File: src/rtl/cpt_capture8.sv
// Event timestamp capture: latches cpt on evt rising edges and reports the interval to the previous capture.
// Define CPT_CAPTURE_SYNC_EN to pass evt through a 2-flop synchroniser (capture 2 cycles later).
module cpt_capture8 (
  input  logic       clk,
  input  logic       reset,
  input  logic       activate,
  input  logic [7:0] cpt,
  input  logic       evt,
  input  logic       rd,
  output logic [7:0] cap,
  output logic [7:0] delta,
  output logic       valid,
  output logic       ovr
);

  typedef enum logic [1:0] {
    S_IDLE  = 2'd0,
    S_ARMED = 2'd1,
    S_FULL  = 2'd2
  } state_e;

  state_e     state_q, state_d;
  logic [7:0] cap_q, cap_d;
  logic [7:0] delta_q, delta_d;
  logic [7:0] ref_q, ref_d;
  logic       valid_q, valid_d;
  logic       ovr_q, ovr_d;

  logic s0;
  logic s0_real;
  logic s1_q;
  logic rdy_q;
  logic rise;
  logic capture;

`ifdef CPT_CAPTURE_SYNC_EN
  logic meta_q, s0_q, fill1_q, fill2_q;

  // fill flags mark when s0 holds a genuine sample of evt rather than its reset value
  always_ff @(posedge clk or posedge reset) begin
    if (reset) begin
      meta_q  <= 1'b0;
      s0_q    <= 1'b0;
      fill1_q <= 1'b0;
      fill2_q <= 1'b0;
    end else begin
      meta_q  <= evt;
      s0_q    <= meta_q;
      fill1_q <= 1'b1;
      fill2_q <= fill1_q;
    end
  end

  assign s0      = s0_q;
  assign s0_real = fill2_q;
`else
  assign s0      = evt;
  assign s0_real = 1'b1;
`endif

  // rdy_q blocks a capture until evt has been seen low, so a level held across reset is not an edge
  always_ff @(posedge clk or posedge reset) begin
    if (reset) begin
      s1_q  <= 1'b0;
      rdy_q <= 1'b0;
    end else begin
      s1_q  <= s0;
      rdy_q <= rdy_q | (s0_real & ~s0);
    end
  end

  assign rise    = s0 & ~s1_q & rdy_q;
  assign capture = rise & activate;

  always_ff @(posedge clk or posedge reset) begin
    if (reset) begin
      state_q <= S_IDLE;
      cap_q   <= 8'd0;
      delta_q <= 8'd0;
      ref_q   <= 8'd0;
      valid_q <= 1'b0;
      ovr_q   <= 1'b0;
    end else begin
      state_q <= state_d;
      cap_q   <= cap_d;
      delta_q <= delta_d;
      ref_q   <= ref_d;
      valid_q <= valid_d;
      ovr_q   <= ovr_d;
    end
  end

  always_comb begin
    state_d = state_q;
    cap_d   = cap_q;
    delta_d = delta_q;
    ref_d   = ref_q;
    valid_d = valid_q;
    ovr_d   = ovr_q;
    case (state_q)
      S_IDLE: begin
        if (capture) begin
          ref_d   = cpt;
          state_d = S_ARMED;
        end
      end
      S_ARMED: begin
        if (capture) begin
          cap_d   = cpt;
          delta_d = cpt - ref_q;
          ref_d   = cpt;
          valid_d = 1'b1;
          state_d = S_FULL;
        end
      end
      S_FULL: begin
        if (capture) begin
          cap_d   = cpt;
          delta_d = cpt - ref_q;
          ref_d   = cpt;
          if (!rd) ovr_d = 1'b1;
        end else if (rd) begin
          valid_d = 1'b0;
          ovr_d   = 1'b0;
          state_d = S_ARMED;
        end
      end
      default: begin
        state_d = S_IDLE;
      end
    endcase
  end

  assign cap   = cap_q;
  assign delta = delta_q;
  assign valid = valid_q;
  assign ovr   = ovr_q;

endmodule

File: config.mk
export PLATFORM = sky130hd
export DESIGN_NAME = cpt_capture8
export DESIGN_NICKNAME = d
export VERILOG_FILES = /design/src/rtl/cpt_capture8.sv
export SDC_FILE = /design/constraint.sdc
export NUM_CORES = 1
export LEC_CHECK = 0
export ABC_AREA = 1
export CORE_UTILIZATION = 34
export DETAILED_ROUTE_END_ITERATION = 12
export GPL_TIMING_DRIVEN = 0
export MAX_ROUTING_LAYER = met4
export PLACE_DENSITY = 0.68
export SLEW_MARGIN = 20
export SYNTH_ARGS = -nofsm -noshare
export SYNTH_HDL_FRONTEND = slang
export SYNTH_SLANG_ARGS = --single-unit
File: constraint.sdc
create_clock -name clk -period 1.6 [get_ports clk]
set_input_delay 0.16 -clock clk [delete_from_list [all_inputs] [get_ports clk]]
set_output_delay 0.16 -clock clk [all_outputs]
set_load 0.02 [all_outputs]
==> impl_summary.md <==
STA
The number of max-slew violations in the final report came to 0. The fmax is around 650 MHz. The final critical-path required period is between 1.5 and 2 ns. Setup total negative slack on the finished layout was measured at 0 ns.

In this run the tightest slew margin relative to its limit is 0.575. The worst hold slack is around 0.29 ns. The number of hold-slack violations in the final timing report is 0. Setup repair after global routing could not meet its margin everywhere. The transition time at the pin with the least slew margin is ~0.64 ns. Setup violations remaining at the end of the flow were counted as 0. The setup slack of the critical path after layout is a little over 0.07 ns. Of the available clock period, the critical path in the final layout requires 0.956. The clock tree skew after final layout is 0.00559 ns.

Clocking
The tree is rooted in a sky130_fd_sc_hd__clkbuf_8. Counting along the longest clock path gives a buffer depth of 2. The count of hold buffers inserted by post-cts repair is 0.

The clock tree synthesis step divided the H-tree into 2 levels. The source-to-sink clock delay at the later pin of the worst-skew pair is roughly 0.28 ns. TritonCTS created 5 clock buffers.

After clock tree synthesis, the clock-pin slew on the worst setup and hold paths is about 0.070 ns. The clock net in this run drives a total of 30 sinks. The TritonCTS clock tree is yes.

Worst setup path
The largest single stage delay on the critical path is 0.37 ns. The critical-path cell with the highest stage delay is sky130_fd_sc_hd__dfrtp_1. The critical path capture point type is a flop. The number of buffers and inverters on the critical path is 1. The category of the worst setup path launch point is a flop. The most common cell type on the critical path is sky130_fd_sc_hd__nand2_2. The worst endpoint required time is between 1.5 and 2 ns.

For flop-to-flop paths, the worst setup slack is about 0.071 ns. The startpoint-to-endpoint class of the critical path is reg -> reg. Traced cell by cell, the critical path runs through ha_2 > inv_2 > fa_2 > nand2_2 > nand2_2 > and2_4 > nand2_2 > nand2_1 > o21ai_1. The data arrival time of the worst path is about 1.7 ns. In this run the worst path has a maximum fanout of 2.

The dominant delay contributor by cell family on the critical path is adder cells.

Pwr
The static power due to leakage is approximately 1.1 nW. The power share of the sequential group is 0.333. The internal power component is 2.26 mW. The total design power is around 3.6 mW. The worst-case IR drop observed on VDD is between 700 and 800 uV. In this run the power density over the cells is between 1500 and 2000 mW/mm2. Of the total power, combinational logic draws 0.461. The power share of the clock group is 0.206. The net switching fraction of the power is 0.371.

The net switching power is 1.34 mW.

Route
The routed via count is between 1000 and 1500. The routed wire length is between 3 and 4 mm. For this run, design rule violations remaining after detail routing come to 1.

After the first detailed-routing iteration, the DRC count stood at between 80 and 90. The first-pass iteration count of the detailed router is 8. After detailed routing, the average wire length per cell comes to approximately 12 um.

Once detail routing completed, the nets flagged for antenna violations numbered 0. The via density per instance is roughly 4.7.

Global route
The initial antenna violation count is 0. The total overflow left after global routing is 0. The total routing usage reported by global routing is 0.161. The via count of the first global-routing pass is 1335. The pin count of the biggest net entering global routing is 31. The wire length of the first global-routing pass is between 6 and 7 mm.

Worst hold path
The class of the most critical hold timing path is in -> async.

Final layout
The diode insertion count for antenna repair is 0. The number of cells in the finished layout apart from fillers is around 280. In the final layout, the share of cells above drive strength 1 is 0.160. The cell area after layout is ~0.0021 mm2.

The area growth from synthesis to final layout is 31.8%. The utilization after layout is 0.479. The number of nets in the finished design is between 200 and 300.

Die
The die is 71.2 um wide. The initial utilization of the core area, before any placement, comes to 0.364. The floorplan die area is between 0.005 and 0.006 mm2. The core area is 0.00447 mm2. 31 I/O pins were placed.

The die height is between 70 and 80 um. Row generation in the floorplan step produced 24 rows.

Placed design
The standard cell area after detailed placement is 0.00199 mm2. Routability-driven placement finished with a final weighted congestion of between 0.7 and 0.8. Including well taps, the total number of placed cells is 274. Timing analysis after detailed placement gives a worst setup slack of -0.326 ns. The half-perimeter wire length after detailed placement is between 2 and 2.5 mm. The number of I/O port buffers is 30.

Yosys
In this run, synthesis inferred 0 flip-flops with an integrated enable. Yosys printed 0 warnings. The number of instances in the synthesized netlist is 192. The commonest register cell after synthesis is sky130_fd_sc_hd__dfrtp_1.

The mapped netlist covers 0.00163 mm2. The dominant cell type by area after synthesis is sky130_fd_sc_hd__dfrtp_1. After synthesis, the most frequently instantiated cells are sky130_fd_sc_hd__nand2_1, sky130_fd_sc_hd__inv_1, sky130_fd_sc_hd__dfrtp_1, sky130_fd_sc_hd__ha_1, sky130_fd_sc_hd__o21ai_0. The sequential fraction of the synthesis area is 0.462.

Yosys attributes the largest share of cell area to sky130_fd_sc_hd__dfrtp_1, sky130_fd_sc_hd__nand2_1, sky130_fd_sc_hd__ha_1, sky130_fd_sc_hd__inv_1, sky130_fd_sc_hd__o21ai_2. Of the post-synthesis cell area, the dominant cell type holds 0.462. The count of different cell masters after synthesis is 24. The average instance area after synthesis is approximately 8.5 um2.

After synthesis, the share of flip-flops with an asynchronous set or reset is 1.00. The most frequently used cell type in the post-synthesis netlist is sky130_fd_sc_hd__nand2_1. After synthesis the netlist holds a flip-flop and latch count of 30. The net count after synthesis is approximately 220.

Outcome
The checks that failed: design-rule violations. The run finished, with violations left.

Job
The tool flagged a number of max-cap violations equal to 0.
-- placed cells by master (no fill, tap or decap), types with 2 or more instances in the layout --
master / netlist / routed
sky130_fd_sc_hd__nand2_1: 57 / 54
sky130_fd_sc_hd__inv_1: 35 / 32
sky130_fd_sc_hd__dfrtp_1: 30 / 30
sky130_fd_sc_hd__clkdlybuf4s50_1: 0 / 30
sky130_fd_sc_hd__o21ai_0: 10 / 10
sky130_fd_sc_hd__ha_1: 11 / 9
sky130_fd_sc_hd__o21ai_2: 8 / 8
sky130_fd_sc_hd__nand3_1: 7 / 7
sky130_fd_sc_hd__nand2_2: 3 / 6
sky130_fd_sc_hd__nor2_1: 5 / 5
sky130_fd_sc_hd__clkbuf_8: 0 / 5
sky130_fd_sc_hd__a21oi_1: 5 / 4
sky130_fd_sc_hd__nand4_1: 3 / 3
sky130_fd_sc_hd__inv_2: 0 / 3
sky130_fd_sc_hd__o21ai_1: 3 / 3
sky130_fd_sc_hd__clkbuf_4: 0 / 2
sky130_fd_sc_hd__xor2_1: 2 / 2
sky130_fd_sc_hd__nand3b_1: 2 / 2
sky130_fd_sc_hd__clkinv_2: 0 / 2
-- registers in the layout (all words and copies together) (netlist names) --
| register | flops |
|---|---|
| rdy_q | 1 |
| valid | 1 |
| state_q | 2 |
| ovr | 1 |
| delta | 8 |
| ref_q | 8 |
| cap | 8 |
| s1_q | 1 |
-- worst paths after layout --
kind | cells past startpoint | start | endpoint
min reg2reg | 2 | rdy_q | rdy_q
max in group asynchronous | 2 | reset | delta[4]
min in group clk | 1 | evt | s1_q
min | 2 | reset | ref_q[6]
max reg2reg | 9 | ref_q[0] | delta[4]
max | 9 | ref_q[0] | delta[4]
-- layout make-up --
type,instances,area (um2)
buffer,4,46.3
clock buffer,5,68.8
clock inverter,3,40.0
fill,437,2330
inverter,35,131
multi-input combinational,123,734
sequential,30,751
tap,52,65.1
timing repair buffer,31,308
-- cell families (layout without fill, tap and decap cells) --
logic type,Yosys count,count (layout),share of synthesized area
AOI/OAI and AO/OA,27,27,0.103
xor gates and xnor gates,3,3,0.0162
adders and majority gates,12,12,0.0969
buffers and inverters,39,78,0.106
DFF,30,30,0.462
and+or+nand+nor,81,81,0.216
-- power by group through the flow --
| stage | sequential (mW) | combinational (mW) | clock, mW |
|---|---|---|---|
| after detailed placement | 1.21 | 1.60 | 0 |
| after global placement | 1.21 | 1.56 | 0 |
| after global routing | 1.24 | 1.86 | 0.811 |
| final | 1.20 | 1.66 | 0.741 |
| after floorplan | 1.44 | 0.761 | 0 |
| after CTS | 1.20 | 1.60 | 0.771 |
-- repair_timing --
item / in CTS / in global routing
cloned: 0 / 0
setup endpoints to repair: 1 / 11
pin swaps: 0 / 8
gates resized for setup: 1 / 12
hold endpoints to repair: 0 / 0
buffers inserted: 0 / 1
-- metal layers --
| metal | up-vias | routed length [um] | part of all wire | GRT usage |
|---|---|---|---|---|
| li1 | 673 | - | - | - |
| met5 | - | 0 | 0 | - |
| met1 | 631 | 1580 | 0.48 | 0.200 |
| met4 | 0 | 44 | 0.013 | 0.0600 |
| met2 | 30 | 1540 | 0.47 | 0.247 |
| met3 | 4 | 141 | 0.043 | 0.0484 |
Note: power is estimated with default switching activity, not from simulation.
==> edit 1, RTL diff (same flow settings) <==
Put one more register stage on the output `cap`. The value now appears one clock later. The other outputs are not delayed to match.
--- a/src/rtl/cpt_capture8.sv
+++ b/src/rtl/cpt_capture8.sv
@@ -131,7 +131,9 @@
     endcase
   end
 
-  assign cap   = cap_q;
+  always_ff @(posedge clk) begin
+    cap <= cap_q;
+  end
   assign delta = delta_q;
   assign valid = valid_q;
   assign ovr   = ovr_q;
Behaviour: not the same (Yosys sat finds a counterexample within 10 cycles, from zero or initial values and one cycle with reset high).
==> edit 1 against the original RTL <==
Final area increased by 8.6%; sequential cell count increased by 8; total power increased by 12%; setup slack improved by 25 ps; combinational power increased by 8%; area after synthesis increased by 12%; wire length increased by 4.1%; critical endpoint is now delta[6]; largest cell class unchanged; largest power group unchanged; highest routed layer unchanged.
==> edit 1: results (changes against the original RTL) <==
stage,metric,value,unit,change
global_route,grt_max_degree,31,,unchanged
clocking,h-tree-depth,2,,unchanged
finish,antenna-diode-count,0,,unchanged
global_route,antenna_found_initial,0,,unchanged
setup_path,ff2ff_setup_slack,100,ps,+20 ps
clocking,root_buffer,clkbuf_8,,
yosys,synth_commonest_cells,"56 x nand2_1, 30 x dfrtp_1, 30 x inv_1",,
yosys,synthArstFlopShare,78.9,%,-21 points
pwr,leakagePower,0.00115,µW,+5.0%
placed_design,finalWeightedCongestion,0.832,,+6.8%
pwr,peakVddDrop,0.714,mV,-8.6%
yosys,syn_nets,222,,+2.3%
global_route,track_usage,15.1,%,-0.98 points
global_route,grt_pass1_wl,6.06,mm,+0.46%
placed_design,dp_hpwl,2.50,mm,+5.8%
global_route,grt_pass1_vias,1344,,+0.67%
sta,finClkSkew,7.61,ps,+2.02 ps
setup_path,crit_fanout,2,,unchanged
clocking,clkLatencyLatePin,290,ps,
status,status,"complete, no violations",,
setup_path,r2r-start,ref_q[0],,
yosys,synth.area.top_cells,"dfrtp_1 41%, nand2_1 12%, dfxtp_1 8.8%, ha_1 7.6%, o21ai_2 7.2%",,
finish,drive_gt1_share,18.1,%,+2.1 points
detailed_routing,drt_iter0_drc,111,,+31%
setup_path,crit_arrival,1690,ps,-40 ps
finish,finalNetCount,261,,+2.4%
clocking,cts_made_buffers,5,,unchanged
detailed_routing,firstDrtPassIters,4,,-4
yosys,ys_seq_area_share,50.2,%,+4.0 points
placed_design,port_buffers,30,,unchanged
setup_path,r2r_cells,9,,unchanged
detailed_routing,via_count,1319,,-1.4%
sta,slew_headroom,56.5,%,-0.97 points
setup_path,regToRegEndpoint,delta[6],,
yosys,yosys.cell_types.count,25,,+4.2%
finish,fillers,531,,+22%
clocking,clk_pin_slew,80,ps,
clocking,ctsLongestPathBuffers,2,,unchanged
placed_design,pre_cts_slack,-288,ps,+37.9 ps
clocking,cts_hold_buf,0,,unchanged
sta,whs,279,ps,-6.96 ps
yosys,yosysWarnings,0,,unchanged
hold_path,hold_path.class,in -> async,,
placed_design,placed_cell_area,0.00220,mm²,+11%
detailed_routing,wirelength,3.45,mm,+4.1%
[edit 1: changes by cell type after synthesis, moves of 2 or more]
cell | unedited run | this run
nand4_1 | 3 | 0
inv_1 | 35 | 30
dfxtp_1 | 0 | 8
buf_2 | 2 | 0
o21ai_0 | 10 | 2
buf_6 | 1 | 4
o21ai_2 | 8 | 15
nand3_1 | 7 | 9
[edit 1: through the flow]
stage	setup TNS (ps)	power, µW	cells
after floorplan	0	2680	197
after CTS	0	4060	305
after detailed placement	-1260	3340	297
final	0	4030	307
after global placement	-1140	3290	297
after global routing	-26.7	4350	307
[edit 1: layer usage]
layer | GRT usage, % | part of all wire (%) | vias up
li1 | - | - | 692
met4 | 5.66 | 1.3 | 0
met5 | - | 0 | -
met2 | 23.5 | 46 | 26
met3 | 5.22 | 4.6 | 5
met1 | 18.0 | 48 | 596
[edit 1: cell families (layout without fill, tap and decap cells)]
group	count (synthesis)	count (layout)	synth area share [%]
AO/OA/AOI/OAI	27	27	10.6
flip-flops	38	38	50.2
AND/OR/NAND/NOR	81	81	19.7
XOR/XNOR	4	4	1.93
adder cells (fa/ha/maj)	12	12	8.68
buffers and inverters	35	75	8.89
[edit 1: critical path: stages (launching register included)]
cell	delay, ps
dfrtp_1	400
ha_4	150
inv_2	40
fa_2	350
nand2_1	60
nand2_1	60
nand3b_1	120
nand3b_1	90
nand3_1	70
nand2_1	60
[edit 1: timing repair]
action,CTS,global route
setup endpoints to repair,0,1
resized for setup,0,5
setup buffers,0,2
[edit 1: worst max-delay path by stage]
stage                to  slack, ps  startpoint  cells past startpoint
2_1_floorplan  delta[6]        160    ref_q[0]                      9
5_1_grt        delta[6]        -30    ref_q[0]                     10
3_5_place_dp   delta[6]       -290      cpt[0]                     11
4_1_cts        delta[6]         30      cpt[0]                     11
3_3_place_gp   delta[6]       -260      cpt[0]                     11
6_report       delta[6]        100    ref_q[0]                      9
[edit 1: layout make-up]
| type | count | area, µm² | area share [%] |
|---|---|---|---|
| Inverter | 31 | 116 | 5.00 |
| Sequential cell | 38 | 911 | 39.1 |
| Clock buffer | 6 | 82.6 | 3.55 |
| Timing Repair Buffer | 32 | 315 | 13.5 |
| Clock inverter | 2 | 12.5 | 0.537 |
| Multi-Input combinational cell | 124 | 758 | 32.6 |
| Buffer | 4 | 45.0 | 1.93 |
| Tap cell | 70 | 87.6 | 3.76 |
[edit 1: report_power, final]
part           internal, µW  total (µW)  switching (µW)
Sequential             1350        1550             193
Clock                   346         693             346
Combinational           837        1800             959
==> edit 2, RTL diff (config.mk and constraints unchanged) <==
Made on the original files. Add a define of `CPT_CAPTURE_SYNC_EN`.
--- a/src/rtl/cpt_capture8.sv
+++ b/src/rtl/cpt_capture8.sv
@@ -1,5 +1,7 @@
 // Event timestamp capture: latches cpt on evt rising edges and reports the interval to the previous capture.
 // Define CPT_CAPTURE_SYNC_EN to pass evt through a 2-flop synchroniser (capture 2 cycles later).
+`define CPT_CAPTURE_SYNC_EN
+
 module cpt_capture8 (
   input  logic       clk,
   input  logic       reset,
Behaviour: not the same (Yosys sat finds a counterexample within 10 cycles, from zero or initial values and one cycle with reset high).
==> edit 2 against the original RTL <==
Setup slack better by 20 ps; final area is 5.4% higher; core utilization fell by 1.0 points; highest routed layer unchanged; sequential cell count up 4; worst hold slack better by 12 ps; non-clock buffer count unchanged; area after synthesis up 7.0%; wire length decreased by 0.18%; total power increased by 5.2%.
==> edit 2: results (changes against the original RTL) <==
stage,metric,value,unit,change
status,status,"complete, no violations",,
placed_design,finalWeightedCongestion,0.815,,+4.5%
detailed_routing,routed_via_density,4.38,,-7.3%
sta,slew_headroom,53.8,%,-3.7 points
sta,finClkSkew,5.12,ps,-0.472 ps
detailed_routing,wirelength,3.31,mm,-0.18%
detailed_routing,drt_iter0_drc,96,,+13%
setup_path,crit_arrival,1690,ps,-40 ps
detailed_routing,via_count,1323,,-1.1%
finish,finalNetCount,259,,+1.6%
pwr,leakagePower,0.00113,µW,+3.2%
placed_design,dp_hpwl,2.42,mm,+2.8%
yosys,netlist_instances,196,,+2.1%
yosys,syn_nets,221,,+1.8%
global_route,grt_pass1_wl,5.93,mm,-1.7%
clocking,clk_pin_slew,70,ps,about the same
clocking,h-tree-depth,2,,unchanged
setup_path,ff2ff_setup_slack,90,ps,+20 ps
yosys,synth.area.top_cells,"dfrtp_1 49%, nand2_1 12%, ha_1 7.9%, inv_1 7.3%, o21ai_2 4.0%",,
yosys,synth_commonest_cells,"57 x nand2_1, 34 x dfrtp_1, 34 x inv_1",,
finish,fillers,488,,+12%
run,maxCapViolCount,0,,unchanged
pwr,peakVddDrop,0.685,mV,-12%
yosys,ys_seq_area_share,48.9,%,+2.7 points
setup_path,crit_fanout,2,,unchanged
global_route,track_usage,15.3,%,-0.80 points
global_route,grt_max_degree,35,,+13%
finish,drive_gt1_share,14.9,%,-1.1 points
detailed_routing,firstDrtPassIters,4,,-4
placed_design,dp_cells,293,,+6.9%
setup_path,regToRegEndpoint,delta[6],,
yosys,yosys.cell_types.count,26,,+8.3%
-- edit 2: cell types whose count changed in the layout (fill, tap and decap cells not counted), moves of 2 or more --
cell	change
clkinvlp_4	+2
dfrtp_1	+4
clkbuf_4	-2
clkinv_2	-2
buf_2	+2
-- edit 2: final cells by class --
| type | count | area [µm²] | share of cell area [%] |
|---|---|---|---|
| well taps | 67 | 83.8 | 3.71 |
| multi-input cells | 123 | 731 | 32.3 |
| inverters | 35 | 131 | 5.81 |
| flip-flops and latches | 34 | 851 | 37.7 |
| clock inverters | 3 | 45.0 | 1.99 |
| clock buffers | 5 | 68.8 | 3.05 |
| repair buffers | 31 | 308 | 13.6 |
| plain buffers | 4 | 41.3 | 1.83 |
-- edit 2: through the flow --
step | setup slack (ps) | cell area, µm² | total power [µW] | setup TNS (ps) | hold slack [ps]
floorplan | 163 | 1740 | 2360 | 0 | 191
global placement | -279 | 2120 | 2960 | -3860 | 332
detailed placement | -293 | 2120 | 2990 | -679 | 346
CTS | 21.4 | 2240 | 3810 | 0 | 292
global route | -14.0 | 2260 | 4110 | -14.0 | 294
finish | 90.5 | 2260 | 3790 | 0 | 298
-- edit 2: worst max path at each step --
stage | cells past startpoint | startpoint | end | slack [ps]
5_1_grt | 10 | ref_q[0] | delta[6] | -10
4_1_cts | 11 | cpt[0] | delta[6] | 20
3_5_place_dp | 11 | cpt[0] | delta[6] | -290
6_report | 9 | ref_q[0] | delta[6] | 90
2_1_floorplan | 9 | ref_q[0] | delta[6] | 160
3_3_place_gp | 11 | cpt[0] | delta[6] | -280
-- edit 2: what timing repair did --
item,CTS,global route
hold buffers,0,0
buffers inserted,0,1
resized for setup,0,7
setup endpoints to repair,0,3
-- edit 2: where the power goes --
part           total (µW)  switching (µW)  internal (µW)  leakage (µW)
Sequential           1330             180           1150      0.000418
Combinational        1660             888            768      0.000663
Clock                 796             333            463     0.0000504
-- edit 2: cell families after synthesis --
family                     share of synthesized area (%)
AOI/OAI and AO/OA                                   9.78
xor gates and xnor gates                            2.01
adders and majority gates                           9.06
buffers and inverters                               9.92
DFF                                                 48.9
other                                              0.215
and+or+nand+nor                                     20.1
-- edit 2: metal layers --
metal  vias to the layer above  global-route usage (%)  share of wire [%]
met4                         0                    5.77                1.4
met3                         4                    4.80                4.8
li1                        685                       -                  -
met5                         -                       -                  0
met1                       607                    18.8                 49
met2                        27                    23.4                 45
